`src/rtl/uart_rx.sv`:
```
// uart_rx: serial receiver, mid-bit sampling timed by a per-bit cycle counter.
// Define UART_RX_PARITY_EN for 8E1 frames with parity_err; otherwise 8N1.
module uart_rx #(
  parameter int CLKS_PER_BIT = 217
) (
  input  logic       clk,
  input  logic       reset,
  input  logic       rx_en,
  input  logic       rx_data_in,
  output logic [7:0] rx_data_out,
  output logic       start,
  output logic       busy,
  output logic       done,
  output logic       frame_err,
  output logic       parity_err
);

  localparam int CW = (CLKS_PER_BIT > 1) ? $clog2(CLKS_PER_BIT) : 1;
  localparam logic [CW-1:0] HALF_M1 = CW'(CLKS_PER_BIT / 2 - 1);
  localparam logic [CW-1:0] FULL_M1 = CW'(CLKS_PER_BIT - 1);

  typedef enum logic [2:0] {
    IDLE,
    START,
    DATA,
    PARITY,
    STOP,
    BREAK
  } state_t;

  state_t        state;
  logic          s1;
  logic          rxs;
  logic [CW-1:0] cnt;
  logic [2:0]    idx;
  logic [7:0]    sh;
  logic          tick_half;
  logic          tick_full;

`ifdef UART_RX_PARITY_EN
  logic par_bad;
  logic perr_q;
  assign parity_err = perr_q;
`else
  logic par_bad;
  assign par_bad    = 1'b0;
  assign parity_err = 1'b0;
`endif

  assign tick_half = (cnt == HALF_M1);
  assign tick_full = (cnt == FULL_M1);

  // Line idles high, so the synchronizer resets to 1.
  always_ff @(posedge clk or negedge reset) begin
    if (!reset) begin
      s1  <= 1'b1;
      rxs <= 1'b1;
    end else begin
      s1  <= rx_data_in;
      rxs <= s1;
    end
  end

  always_ff @(posedge clk or negedge reset) begin
    if (!reset) begin
      state       <= IDLE;
      cnt         <= '0;
      idx         <= '0;
      sh          <= '0;
      rx_data_out <= '0;
      start       <= 1'b0;
      busy        <= 1'b0;
      done        <= 1'b0;
      frame_err   <= 1'b0;
`ifdef UART_RX_PARITY_EN
      par_bad     <= 1'b0;
      perr_q      <= 1'b0;
`endif
    end else begin
      start     <= 1'b0;
      done      <= 1'b0;
      frame_err <= 1'b0;
`ifdef UART_RX_PARITY_EN
      perr_q    <= 1'b0;
`endif
      unique case (state)
        IDLE: begin
          if (rx_en && !rxs) begin
            cnt   <= '0;
            busy  <= 1'b1;
            state <= START;
          end
        end
        START: begin
          if (tick_half) begin
            cnt <= '0;
            if (!rxs) begin
              start <= 1'b1;
              idx   <= '0;
              state <= DATA;
            end else begin
              busy  <= 1'b0;
              state <= IDLE;
            end
          end else begin
            cnt <= cnt + 1'b1;
          end
        end
        DATA: begin
          if (tick_full) begin
            cnt <= '0;
            sh  <= {rxs, sh[7:1]};
            idx <= idx + 1'b1;
            if (idx == 3'd7) begin
`ifdef UART_RX_PARITY_EN
              state <= PARITY;
`else
              state <= STOP;
`endif
            end
          end else begin
            cnt <= cnt + 1'b1;
          end
        end
`ifdef UART_RX_PARITY_EN
        PARITY: begin
          if (tick_full) begin
            cnt     <= '0;
            par_bad <= (rxs != ^sh);
            state   <= STOP;
          end else begin
            cnt <= cnt + 1'b1;
          end
        end
`endif
        STOP: begin
          if (tick_full) begin
            cnt <= '0;
            if (!rxs) begin
              frame_err <= 1'b1;
              state     <= BREAK;
            end else if (par_bad) begin
`ifdef UART_RX_PARITY_EN
              perr_q <= 1'b1;
`endif
              busy   <= 1'b0;
              state  <= IDLE;
            end else begin
              rx_data_out <= sh;
              done        <= 1'b1;
              busy        <= 1'b0;
              state       <= IDLE;
            end
          end else begin
            cnt <= cnt + 1'b1;
          end
        end
        // A held-low line must return high before a new start is armed.
        BREAK: begin
          if (rxs) begin
            busy  <= 1'b0;
            state <= IDLE;
          end
        end
        default: begin
          busy  <= 1'b0;
          state <= IDLE;
        end
      endcase
    end
  end

endmodule
```
`config.mk`:
```
export PLATFORM = sky130hd
export DESIGN_NAME = uart_rx
export DESIGN_NICKNAME = d
export VERILOG_FILES = /design/src/rtl/uart_rx.sv
export SDC_FILE = /design/constraint.sdc
export NUM_CORES = 1
export LEC_CHECK = 0
export ABC_AREA = 1
export CAP_MARGIN = 25
export CORE_ASPECT_RATIO = 0.8
export CORE_UTILIZATION = 50
export CTS_CLUSTER_DIAMETER = 100
export CTS_CLUSTER_SIZE = 16
export DETAILED_ROUTE_END_ITERATION = 10
export GPL_TIMING_DRIVEN = 0
export HOLD_SLACK_MARGIN = 0.1
export PLACE_DENSITY = 0.71
export REMOVE_ABC_BUFFERS = 1
export SYNTH_ARGS = -nofsm -noshare
export SYNTH_HDL_FRONTEND = slang
export SYNTH_SLANG_ARGS = --single-unit
```
`constraint.sdc`:
```
create_clock -name clk -period 1.6 [get_ports clk]
set_clock_uncertainty 0.05 [all_clocks]
set_input_delay 0.24 -clock clk [delete_from_list [all_inputs] [get_ports clk]]
set_output_delay 0.24 -clock clk [all_outputs]
set_load 0.02 [all_outputs]
```
Word-level counts from Yosys, hierarchy flattened
Cells that the tools add are included.
- bits of input ports: 4
- register bits after elaboration: 36
- output and inout bits: 13
- bitwise gates (word level): 1
- mux-type cells: 30
- equality and inequality tests: 14
- reduce and logical (&&, ||, !) cells: 12
- add/subtract/negate cells: 2
- operator list (operator ; count):
    two-way mux 3 bit ; 10
    two-way mux 8 bit ; 3
    case mux 8 bit (3 select lines) ; 1
    case mux 3 bit (5 select lines) ; 1
    inequality test 2 bit (second input constant) ; 7
    two-way mux 1 bit ; 12
    equality test 3 bit (second input constant) ; 3
    adder 8 x 1 -> 8 bit (second input constant) ; 1
    equality test 8 x 7 -> 1 bit (second input constant) ; 1
    equality test 8 bit (second input constant) ; 1
    AND reduction 4 bit ; 2
    case mux 3 bit (2 select lines) ; 1
    AND reduction 6 bit ; 1
    case mux 1 bit (5 select lines) ; 1
    AND reduction 2 bit ; 2
    adder 3 x 1 -> 3 bit (second input constant) ; 1
    equality test 3 x 1 -> 1 bit (second input constant) ; 1
    equality test 3 x 2 -> 1 bit (second input constant) ; 1
    zero test 3 bit ; 1
    AND reduction 3 bit ; 1
    nonzero test 3 bit ; 1
    two-way mux 2 bit ; 1
    nonzero test 2 bit ; 1
    OR reduction 2 bit ; 1
    other kinds (3) ; 3

Logic depth before layout (Yosys ltp)
Gate-level depths: netlist of run 1.
- word-level depth: 4
- mapped depth: 10
- depth with buffers taken out: 10

Worst setup path before layout of run 1
No wires, ideal clock.
- kind: register to register
- start: reg cnt[0]
- end: reg rx_data_out[5]
- stages on the path, launching flop included: 11
- setup time: 121 ps
- setup slack: 197 ps
- arrival: 1232 ps
- cell sequence: dfrtp_1 > inv_1 > ha_1 > inv_1 > nor2_4 > nand2_4 > inv_2 > nand3_4 > buf_6 > nand2_1 > o21ai_1
- longest elaborated chain between the ends: 2
- ends and longest elaborated chain (what ; line ; RTL):
    start, declared ; 34 ; logic [CW-1:0] cnt;
    start signal, assigned ; 106 ; cnt <= cnt + 1'b1;
    start signal, assigned ; 122 ; cnt <= cnt + 1'b1;
    start signal, assigned ; 155 ; cnt <= cnt + 1'b1;
    equality test 8 bit ; 51 ; assign tick_full = (cnt == FULL_M1);
    AND reduction 3 bit (no line) ; -- ;
    end signal, assigned ; 149 ; rx_data_out <= sh;
    end, declared ; 10 ; output logic [7:0] rx_data_out,
Every way passes these cells.
A chain may end at the register's enable or synchronous reset.

Worst setup path in the final report of run 1
- start: reg rx_data_out[0]
- end: out rx_data_out[0]
No word-level cell between the ends.

==> metrics.txt, run 1 <==
area occupied by multi-input gates=about 760 um2; total of max-cap violations=0; Worst-Margin Slew=between 700 and 800 ps; GRT Max-Usage Layer=met2; final net count=~240; TritonRoute pass-1 iters=4; Worst-path clk slew=70 ps; worst min-delay path category=reg2reg; Placed Instances=256; non-filler cells, final=268; Yosys reg bits=36; CP max stage delay=620 ps; GRT Util Overall=20.2%; Tmin final=roughly 1600 ps; Rel. slew slack=a little under half; TritonCTS clock tree=yes; Final HPWL DP=2310 um; Critical Path Start Type=flip-flop; RSZ-0062 raised after global routing=yes; first-iteration detailed-routing DRC count=45; endpoint type of the worst setup path=output port; fmax=640 MHz; routed vias/inst=5.18; Setup TNS=0 ps; Worst EP required=1310 ps; grt ovf=0; worst vdd rail ir drop=0.504 mV; Slew Limit Fails=0; post-synthesis mux area share=0%; Crit path arrival time=1270 ps; fillers=268; row cnt=18; final-report hold violation count=0; pre-CTS setup slack=-80.4 ps; Synth Area in Compound Gates=about 7%; initial antenna violation count=0; largest fanout on the critical path=2; worst-skew pair later-pin latency=290 ps; Yosys warning count=0; Avg Cell Area, Syn=roughly 8.6 um2; drt wl/cell=12.9 um; Routed WL=3460 um; largest net degree at the start of global routing=37; Core Area=3220 um2; Setup Viol. Count Final=0; vias in the first global route=1,230; Final WS setup=37.8 ps; Num CTS Buffers=5; main combinational cell family by area after synthesis=simple AND/OR/NAND/NOR gates; ANT nets after route=0; outcome=finished clean; Die Y=about 55 um; CTS Sinks=36; Die Footprint=about 3800 um2; DRC viols=0; Synth Cell Area=1760 um2; M3 GR Usage=4.92%; adder-cell area share of the yosys netlist=2.84%; Buf/Inv on CP=1; FF/Latch Area=903 um2; number of I/O port buffers=15; Yosys cell types=25; H-tree depth=2; met1 GRT Util=25.6%; layout cells sized above 1=16.7%; Pleak=1.03 nW; ant diodes=0; Clock Path Buffers=2; first-pass GRT wire length=5390 um; crit-path cells=clkdlybuf4s50_1; Syn Inst Count=204; Final Cycle Share=97.6%; Final GP Congestion=~0.88; Clock Tree Root=clkbuf_8; XOR/XNOR Fraction of Synth Area=between 2 and 2.5%; Crit path max-delay family=buffers and inverters; CP max-delay cell=clkdlybuf4s50_1; Die Wd=68.4 um; Initial Util=about 55%; Synth Area in Simple Gates=29.0%; Area Overhead vs Synth=18.5%; PD cells=769 nW/um2; Ports=17; Seq/Total Area, Yosys=51.3%; Crit Path Class=reg2out; via count=1,387; met2 Usage GRT=between 30 and 40%
[per-layer routing]
metal  wire length (um)  up-vias  part of all wire, %
li1                   -      683                    -
met4                 44        0                  1.3
met5                  0        -                    0
met3                161        5                  4.7
met1               1600      663                   46
met2               1660       36                   48
[flip-flops by register name (all words and copies together) (netlist names)]
name,count
frame_err,1
cnt,8
sh,8
done,1
idx,3
s1,1
state,3
busy,1
start,1
rx_data_out,8
rxs,1
[report_power, final]
part / switching (mW) / internal [mW]
combinational: 0.0230 / 0.00722
clock: 0.316 / 0.343
sequential: 0.00222 / 0.914
total: 0.341 / 1.26
[area by class of cell]
type	count	area share [%]
Sequential cell	36	43.3
Multi-Input combinational cell	139	36.3
Timing Repair Buffer	18	8.75
Inverter	27	4.85
Clock buffer	6	3.95
Tap cell	40	2.40
Clock inverter	2	0.479
[final timing paths]
kind,from,cells after the start,slack (ps),endpoint
setup / recovery,rx_data_out[0],1,40,rx_data_out[0]
hold / removal,s1,0,300,rxs
setup reg to reg,cnt[0],9,80,idx[0]
hold reg to reg,s1,0,300,rxs
max in group asynchronous,reset,2,470,frame_err
min in group asynchronous,reset,2,520,state[0]
[synth_stat cells]
| library cell | n | share of area [%] |
|---|---|---|
| nand2_1 | 63 | 13 |
| dfrtp_1 | 34 | 48 |
| inv_1 | 21 | 4.5 |
| nand3_1 | 11 | 3.1 |
| o21ai_1 | 11 | 3.1 |
| nor2_1 | 9 | 1.9 |
| o21ai_0 | 9 | 2.6 |
| inv_2 | 6 | 1.3 |
| nand2_2 | 6 | 2.1 |
| xor2_1 | 5 | 2.5 |
| ha_1 | 4 | 2.8 |
| nand4_1 | 4 | 1.4 |
| nor2_4 | 3 | 1.9 |
| nor3_1 | 3 | 0.85 |
| buf_4 | 2 | 0.85 |
| dfstp_2 | 2 | 3.0 |
| nand3_4 | 2 | 2.0 |
| nor2_2 | 2 | 0.71 |
| a21oi_1 | 1 | 0.28 |
| buf_6 | 1 | 0.64 |
| conb_1 | 1 | 0.21 |
| nand2_4 | 1 | 0.64 |
| nor3_2 | 1 | 0.57 |
| o21ai_4 | 1 | 0.92 |
| or2_0 | 1 | 0.36 |
[cell usage in the layout (no fill, tap or decap)]
cell type and count:
nor2_1 9, o21ai_4 1, dlygate4sd3_1 1, or2_0 1
o21ai_1 11, nand4_1 4, buf_2 1, nand3_4 2
dfrtp_1 34, nand2_1 62, ha_1 4, clkdlybuf4s50_1 14
nand2_2 6, a21oi_1 1, nor2_4 5, inv_1 20
nor3_2 1, inv_2 7, buf_4 1, clkinv_2 2
xor2_1 5, nand2_4 2, clkbuf_8 6, nor3_1 3
nand3_2 1, dfstp_2 2, nand3_1 11, o21ai_0 9
buf_12 1, conb_1 1
[kinds of logic after synthesis]
group	after synthesis
other	1
AND/OR/NAND/NOR	106
XOR/XNOR	5
adder cells (fa/ha/maj)	4
AO/OA/AOI/OAI	22
flip-flops	36
buffers and inverters	30
[stage by stage]
| step | total power, mW | util (%) | area [um2] | hold slack (ps) |
|---|---|---|---|---|
| 2_1_floorplan | 0.938 | - | 1740 | -106 |
| 3_3_place_gp | 0.963 | 60.1 | 1940 | 296 |
| 3_5_place_dp | 0.963 | 59.9 | 1930 | 299 |
| 4_1_cts | 1.62 | 64.0 | 2060 | 308 |
| 5_1_grt | 1.67 | 64.8 | 2090 | 307 |
| 6_report | 1.61 | 64.8 | 2090 | 301 |
[repair_timing]
action | in CTS | in global routing
cloned | 0 | 1
setup endpoints to repair | 3 | 12
resized for setup | 0 | 5
hold endpoints to repair | 34 | 0
hold buffers | 1 | 0
buffers inserted | 2 | 0
pin swaps | 1 | 1
No activity file was read; power rests on OpenSTA's default activity.
==> run 2: changes to the inputs <==
--- a/config.mk
+++ b/config.mk
@@ -7,7 +7,6 @@
 export LEC_CHECK = 0
 export ABC_AREA = 1
 export CAP_MARGIN = 25
-export CORE_ASPECT_RATIO = 0.8
 export CORE_UTILIZATION = 50
 export CTS_CLUSTER_DIAMETER = 100
 export CTS_CLUSTER_SIZE = 16
==> metrics.txt, run 2 (synthesis results as in run 1) <==
Die Y=61.4 um (+11%); R2R depth=9 (unchanged); total of max-cap violations=0 (unchanged); Critical Path Start Type=flip-flop; Worst-Margin Slew=774 ps (-20.7 ps); TritonRoute pass-1 iters=4 (unchanged); crit-path cells=clkdlybuf4s50_1; Area Overhead vs Synth=17.7%; Routed WL=3090 um (-11%); grt ovf=0 (unchanged); largest fanout on the critical path=1 (-1); Buf/Inv on CP=1 (unchanged); Worst EP required=1310 ps (about the same); Final Cycle Share=96.2% (-1.4 points); fillers=326 (+22%); Ports=17 (unchanged); reg2reg setup slack=120 ps (+40 ps); pre-CTS setup slack=-60.0 ps (+20.4 ps); Final HPWL DP=2140 um (-7.5%); Worst-path clk slew=110 ps (+40 ps); r2r startpoint=cnt[0]; largest net degree at the start of global routing=37 (unchanged); Top Registers=cnt x8, rx_data_out x8, sh x8; final net count=237 (+0.85%); CP max stage delay=590 ps (-30 ps); ant diodes=0 (unchanged); Die Footprint=3770 um2 (about the same); outcome=finished clean; Crit path arrival time=1250 ps (-20 ps); ANT nets after route=0 (unchanged); layout cells sized above 1=18.7% (+2.0 points); worst min-delay path category=in2reg; Initial Util=52.4% (-2.3 points); Crit Path Class=reg2out; PD cells=686 nW/um2 (-11%); initial antenna violation count=0 (unchanged); Slew Limit Fails=0 (unchanged); CTS Sinks=36 (unchanged); endpoint type of the worst setup path=output port; Setup Viol. Count Final=0 (unchanged); non-filler cells, final=276 (+3.0%); GRT Util Overall=18.8% (-1.4 points); Pleak=1.13 nW (+9.8%); Num CTS Buffers=5 (unchanged); Critical Path Stages=1 (unchanged); worst vdd rail ir drop=0.582 mV (+16%); most common library cell in the layout ignoring fill and taps=nand2_1; first-iteration detailed-routing DRC count=62 (+38%); Die Wd=61.4 um (-10%); number of I/O port buffers=15 (unchanged); RR Endpoint=state[1]; Clock Path Buffers=2 (unchanged); Final WS setup=60.6 ps (+22.8 ps); Rel. slew slack=48.4% (+1.4 points); final-report hold violation count=0 (unchanged); worst-skew pair later-pin latency=340 ps (+50 ps); routed vias/inst=4.88 (-5.8%); Placed Instances=262 (+2.3%); TritonCTS clock tree=yes; first-pass GRT wire length=5050 um (-6.3%); Clock Tree Root=clkbuf_4; via count=1,346 (-3.0%); row cnt=21 (+3); vias in the first global route=1,156 (-6.0%); drt wl/cell=11.2 um (-13%); Worst setup endpoint=start; DRC viols=0 (unchanged); CP max-delay cell=clkdlybuf4s50_1; Final GP Congestion=0.844 (-4.3%); fmax=650 MHz (+1.5%); FF/Latch Area=903 um2 (unchanged); Crit path max-delay family=buffers and inverters; most frequent cells in the layout=nand2_1 (63), dfrtp_1 (34), inv_1 (18); RSZ-0062 raised after global routing=yes; area occupied by multi-input gates=748 um2 (-1.3%); Core Area=3360 um2 (+4.4%); Tmin final=1540 ps (-22.8 ps); Worst Setup SP=start; H-tree depth=2 (unchanged)
run 2: how the worst min path moves through the flow:
| stage | start | endpoint | slack, ps | cells past startpoint |
|---|---|---|---|---|
| after floorplan | reset | busy | -110 | 0 |
| after global placement | s1 | rxs | 300 | 0 |
| after detailed placement | s1 | rxs | 300 | 0 |
| after CTS | rx_data_in | s1 | 230 | 1 |
| after global routing | rx_data_in | s1 | 220 | 1 |
| final | rx_data_in | s1 | 240 | 1 |
run 2: layout make-up:
class                   count  share of cell area (%)
flip-flops and latches     36                    43.6
inverters                  27                    4.89
well taps                  46                    2.78
clock buffers               5                    1.81
multi-input cells         138                    36.1
repair buffers             21                    9.96
clock inverters             3                   0.905
run 2: metal layers:
layer  global-route usage, %  wire length (um)  vias to the layer above
met4                    6.67                41                        0
met3                    5.67                86                        4
li1                        -                 -                      693
met5                       0                 0                        -
met2                    28.9              1440                       20
met1                    25.5              1520                      629
run 2: timing repair:
action | 4_1_cts | 5_1_grt
hold endpoints to repair | 34 | 0
pin swaps | 1 | 6
resized for setup | 7 | 11
endpoints found under the setup margin | 10 | 33
setup buffers | 1 | 4
hold buffers | 1 | 0
run 2: report_power, final:
| group | switching, mW | internal (mW) |
|---|---|---|
| registers | 0.00201 | 0.914 |
| clock network | 0.309 | 0.169 |
| logic | 0.0222 | 0.00726 |
run 2: per-stage QoR:
| stage | power, mW | setup TNS (ps) | utilization (%) | hold WS, ps | area [um2] |
|---|---|---|---|---|---|
| floorplan | 0.938 | 0 | - | -106 | 1740 |
| global placement | 0.964 | -20750 | 57.8 | 296 | 1940 |
| detailed placement | 0.963 | -77.9 | 57.6 | 298 | 1940 |
| CTS | 1.44 | 0 | 59.9 | 225 | 2020 |
| global route | 1.49 | -78.0 | 61.6 | 222 | 2070 |
| finish | 1.42 | 0 | 61.6 | 245 | 2070 |
==> run 3: changes to the inputs <==
--- a/config.mk
+++ b/config.mk
@@ -11,7 +11,6 @@
 export CTS_CLUSTER_DIAMETER = 100
 export CTS_CLUSTER_SIZE = 16
 export DETAILED_ROUTE_END_ITERATION = 10
-export GPL_TIMING_DRIVEN = 0
 export HOLD_SLACK_MARGIN = 0.1
 export PLACE_DENSITY = 0.71
 export REMOVE_ABC_BUFFERS = 1
==> metrics.txt, run 3 (synthesis results as in run 1) <==
min-delay src=rx_data_in; WHS Endpoint=s1; most common library cell in the layout ignoring fill and taps=nand2_1; drt wl/cell=10.9 um (-2.4%); largest fanout on the critical path=6 (+5); final-report hold violation count=0 (unchanged); Tmin final=1540 ps (+1.27 ps); reg2reg setup slack=60 ps (-60 ps); Worst EP required=1810 ps (+500 ps); Ports=17 (unchanged); Setup TNS=0 ps (unchanged); GRT Util Overall=17.9% (-0.92 points); Die Y=61.4 um (unchanged); pre-CTS setup slack=108 ps (+168 ps); via count=1,358 (+0.89%); DRC viols=0 (unchanged); worst vdd rail ir drop=0.524 mV (-10%); Setup Viol. Count Final=0 (unchanged); largest net degree at the start of global routing=37 (unchanged); PD cells=675 nW/um2 (-1.7%); R2R depth=9 (unchanged); Crit path arrival time=1750 ps (+500 ps); Top Registers=cnt x8, rx_data_out x8, sh x8; row cnt=21 (unchanged); RR Endpoint=busy; Final GP Congestion=0.859 (+1.8%); Num CTS Buffers=5 (unchanged); first-pass GRT wire length=4730 um (-6.3%); layout cells sized above 1=21.3% (+2.6 points); Die Footprint=3770 um2 (unchanged); Clock Path Buffers=2 (unchanged); total of max-cap violations=0 (unchanged); Placed Instances=267 (+1.9%); Pleak=1.16 nW (+2.3%); Slew Limit Fails=0 (unchanged); Worst-path clk slew=110 ps (about the same); final net count=242 (+2.1%); Crit Path Class=reg2reg; Final Cycle Share=96.3% (about the same); Initial Util=52.4% (unchanged); Final WS setup=59.3 ps (-1.27 ps); vias in the first global route=1,064 (-8.0%); Routed WL=3070 um (-0.68%); first-iteration detailed-routing DRC count=77 (+24%); worst min-delay path category=in2reg; CTS Sinks=36 (unchanged); number of I/O port buffers=15 (unchanged); Clock Tree Root=clkbuf_4; Core Area=3360 um2 (unchanged); initial antenna violation count=0 (unchanged); fmax=649 MHz (about the same); ANT nets after route=0 (unchanged); Die Wd=61.4 um (unchanged); routed vias/inst=4.83 (-0.90%); TritonRoute pass-1 iters=4 (unchanged); outcome=finished clean; fin util=62.9% (+1.3 points); worst-skew pair later-pin latency=350 ps (about the same); H-tree depth=2 (unchanged); Critical Path Start Type=flip-flop; grt ovf=0 (unchanged); most frequent cells in the layout=nand2_1 (63), dfrtp_1 (34), inv_1 (17); hold depth=1 (unchanged); endpoint type of the worst setup path=flip-flop; Area Overhead vs Synth=20.2%; non-filler cells, final=281 (+1.8%); Total Power=1.43 mW (+0.42%); Worst Setup SP=cnt[0]; r2r startpoint=cnt[0]; TritonCTS clock tree=yes; Final HPWL DP=2010 um (-5.9%); ant diodes=0 (unchanged); RSZ-0062 raised after global routing=yes
## run 3: worst max-delay path by stage
stage	endpoint	slack, ps
after floorplan	idx[0]	120
after global placement	state[0]	100
after detailed placement	rx_data_out[6]	110
after CTS	rx_data_out[3]	4
after global routing	busy	-30
final	busy	60
## run 3: layout make-up
| type | count | area [um2] |
|---|---|---|
| fillers | 295 | 1250 |
| flip-flops and latches | 36 | 903 |
| multi-input cells | 139 | 769 |
| repair buffers | 25 | 226 |
| inverters | 27 | 104 |
| well taps | 46 | 57.6 |
| clock buffers | 5 | 37.5 |
| clock inverters | 3 | 18.8 |
## run 3: per-stage QoR
step                area (um2)  hold slack [ps]
floorplan                 1740             -106
global placement          1980              255
detailed placement        1980              260
CTS                       2030              223
global route              2120              214
finish                    2120              230
## run 3: critical path, stage by stage, from the launching register on
cell and delay (ps):
dfrtp_1 420, ha_2 200, inv_1 60, nor3_2 30
nand2_1 160, nand2_4 110, buf_4 160, buf_4 120
nand4_1 70, nand2_1 50
## run 3: routing by layer
| layer | GRT usage, % | vias to the layer above | wire length, um |
|---|---|---|---|
| met5 | 0 | - | 0 |
| met4 | 11.1 | 0 | 78 |
| met3 | 5.04 | 8 | 108 |
| met2 | 24.4 | 29 | 1290 |
| met1 | 25.1 | 614 | 1590 |
| li1 | - | 707 | - |
## run 3: what timing repair did
| action | CTS | global route |
|---|---|---|
| setup endpoints to repair | 8 | 30 |
| setup buffers | 0 | 3 |
| resized for setup | 8 | 17 |
| hold endpoints to repair | 34 | 0 |
| hold buffers | 1 | 0 |
| gates cloned | 0 | 2 |
| pin swaps | 0 | 3 |
## run 3: power by group
part           internal [mW]  switching [mW]
logic                0.00892          0.0228
registers              0.914         0.00311
clock network          0.168           0.312
==> variant (config.mk and constraints of run 2) <==
The parameter `CLKS_PER_BIT` goes from 217 to 434.
--- a/src/rtl/uart_rx.sv
+++ b/src/rtl/uart_rx.sv
@@ -1,7 +1,7 @@
 // uart_rx: serial receiver, mid-bit sampling timed by a per-bit cycle counter.
 // Define UART_RX_PARITY_EN for 8E1 frames with parity_err; otherwise 8N1.
 module uart_rx #(
-  parameter int CLKS_PER_BIT = 217
+  parameter int CLKS_PER_BIT = 434
 ) (
   input  logic       clk,
   input  logic       reset,
Check against the original RTL: no difference found for any inputs over 10 cycles, from zero or initial values and one cycle with reset low; that may be too few to reach the edited logic, so the function may still have changed.
==> variant against run 2 <==
Synthesized area increased by 12%; critical endpoint is now rx_data_out[5]; sequential cell count up 1; setup slack worse by 0.0077 ns; power grew 15%; cell area grew 19%; highest routed layer unchanged; non-clock buffer count increased by 6; count of clock-buffer cells in the layout did not move; wire length up 35%; synthesized cell count up 19%; core utilization increased by 4.6 points; largest power group unchanged.
==> variant: results (changes against run 2) <==
** Critical path
- Count of cells along the worst register-to-register path :: 6 (was 9)
- The source of the worst register-to-register timing path is cnt[1]$_DFFE_PN0P_ (was cnt[0]$_DFFE_PN0P_).
- The minimum setup slack among reg-to-reg paths is 0.07 ns (was 0.12 ns).
- Worst setup endpoint :: rx_data_out[5] (was start)
- The critical-path maximum fanout is 2 (was 1).

** STA
- The worst hold-check slack was 0.303 ns (was 0.245 ns).

** Synth
- Mapped Cells :: 243 (was 204)
- Leading post-synthesis cells by cell area: dfrtp_1 44%, nand2_1 14%, nand3_1 6.1% (was dfrtp_1 48%, nand2_1 13%, inv_1 4.5%).
- The xor-xnor portion of the synthesized cell area was 0 (was 0.0249).
- Cell types with the highest counts after synthesis :: 74 x nand2_1, 35 x dfrtp_1, 24 x inv_1, 24 x nand3_1 (was 63 x nand2_1, 34 x dfrtp_1, 21 x inv_1, 11 x nand3_1, 11 x o21ai_1)

** Cells and area
- Layout Nets :: 284 (was 237)

** Routing
- Final Routed Wirelength :: 4160 µm (was 3090 µm)
- The routed wire length on met3 was 186 µm (was 86 µm).
- Post-DR wirelength/cell :: 12.8 µm (was 11.2 µm)
- The number of iterations in the first detailed-routing pass was 5 (was 4).
- Detailed router's first-iteration violation count :: 117 (was 62)
- Via density per instance :: 5.19 (was 4.88)

** Power
- Maximum vdd drop :: 0.000609 V (was 0.000582 V)
- Leak pwr :: 1.22 nW (was 1.13 nW)
- The power per cell area was 663 nW/µm² (was 686 nW/µm²).

** Clock network
- The clock-pin transition on the worst setup and hold timing paths came to 0.08 ns (was 0.11 ns).
- The clock tree root buffer cell was clkbuf_8 (was clkbuf_4).
- The clock latency at the later pin of the worst-skew pair came to 0.29 ns (was 0.34 ns).

** Global routing
- Number of global-route vias before repair :: 1531 (was 1156)
- Met2 usage :: 0.328 (was 0.289)
- The first-pass GRT wire length came to 6810 µm (was 5050 µm).
- The met1 track demand over resource was 0.288 (was 0.255).

** Status
- Outcome :: finished, final reports clean (unchanged)

** Floorplanning
- The die extent in x came to 64.9 µm (was 61.4 µm).

** Placement
- The weighted congestion at the end of routability-driven global placement is 0.973 (was 0.844).
variant: cell types whose count changed in the layout (fill, tap and decap cells not counted), moves of 5 or more:
cell | before | now
buf_4 | 4 | 9
clkbuf_4 | 5 | 0
clkbuf_8 | 0 | 5
clkdlybuf4s50_1 | 3 | 11
dlygate4sd2_1 | 7 | 0
nand2_2 | 4 | 12
nand3_1 | 10 | 22
o21ai_1 | 11 | 6
o21ai_2 | 0 | 7
xor2_1 | 5 | 0
variant: cell type report:
type                            instances  area, µm²
Clock buffer                            5       68.8
Timing Repair Buffer                   27        270
Tap cell                               48       60.1
Sequential cell                        37        931
Clock inverter                          3       21.3
Multi-Input combinational cell        170        975
Inverter                               34        135
Fill cell                             310       1250
variant: repair_timing:
| item | in CTS | in global routing |
|---|---|---|
| gates cloned | 1 | 1 |
| hold buffers | 1 | 0 |
| endpoints found under the hold margin | 35 | 0 |
| gates resized for setup | 5 | 24 |
| buffers inserted | 3 | 8 |
| setup endpoints to repair | 11 | 29 |
| pin swaps | 1 | 8 |
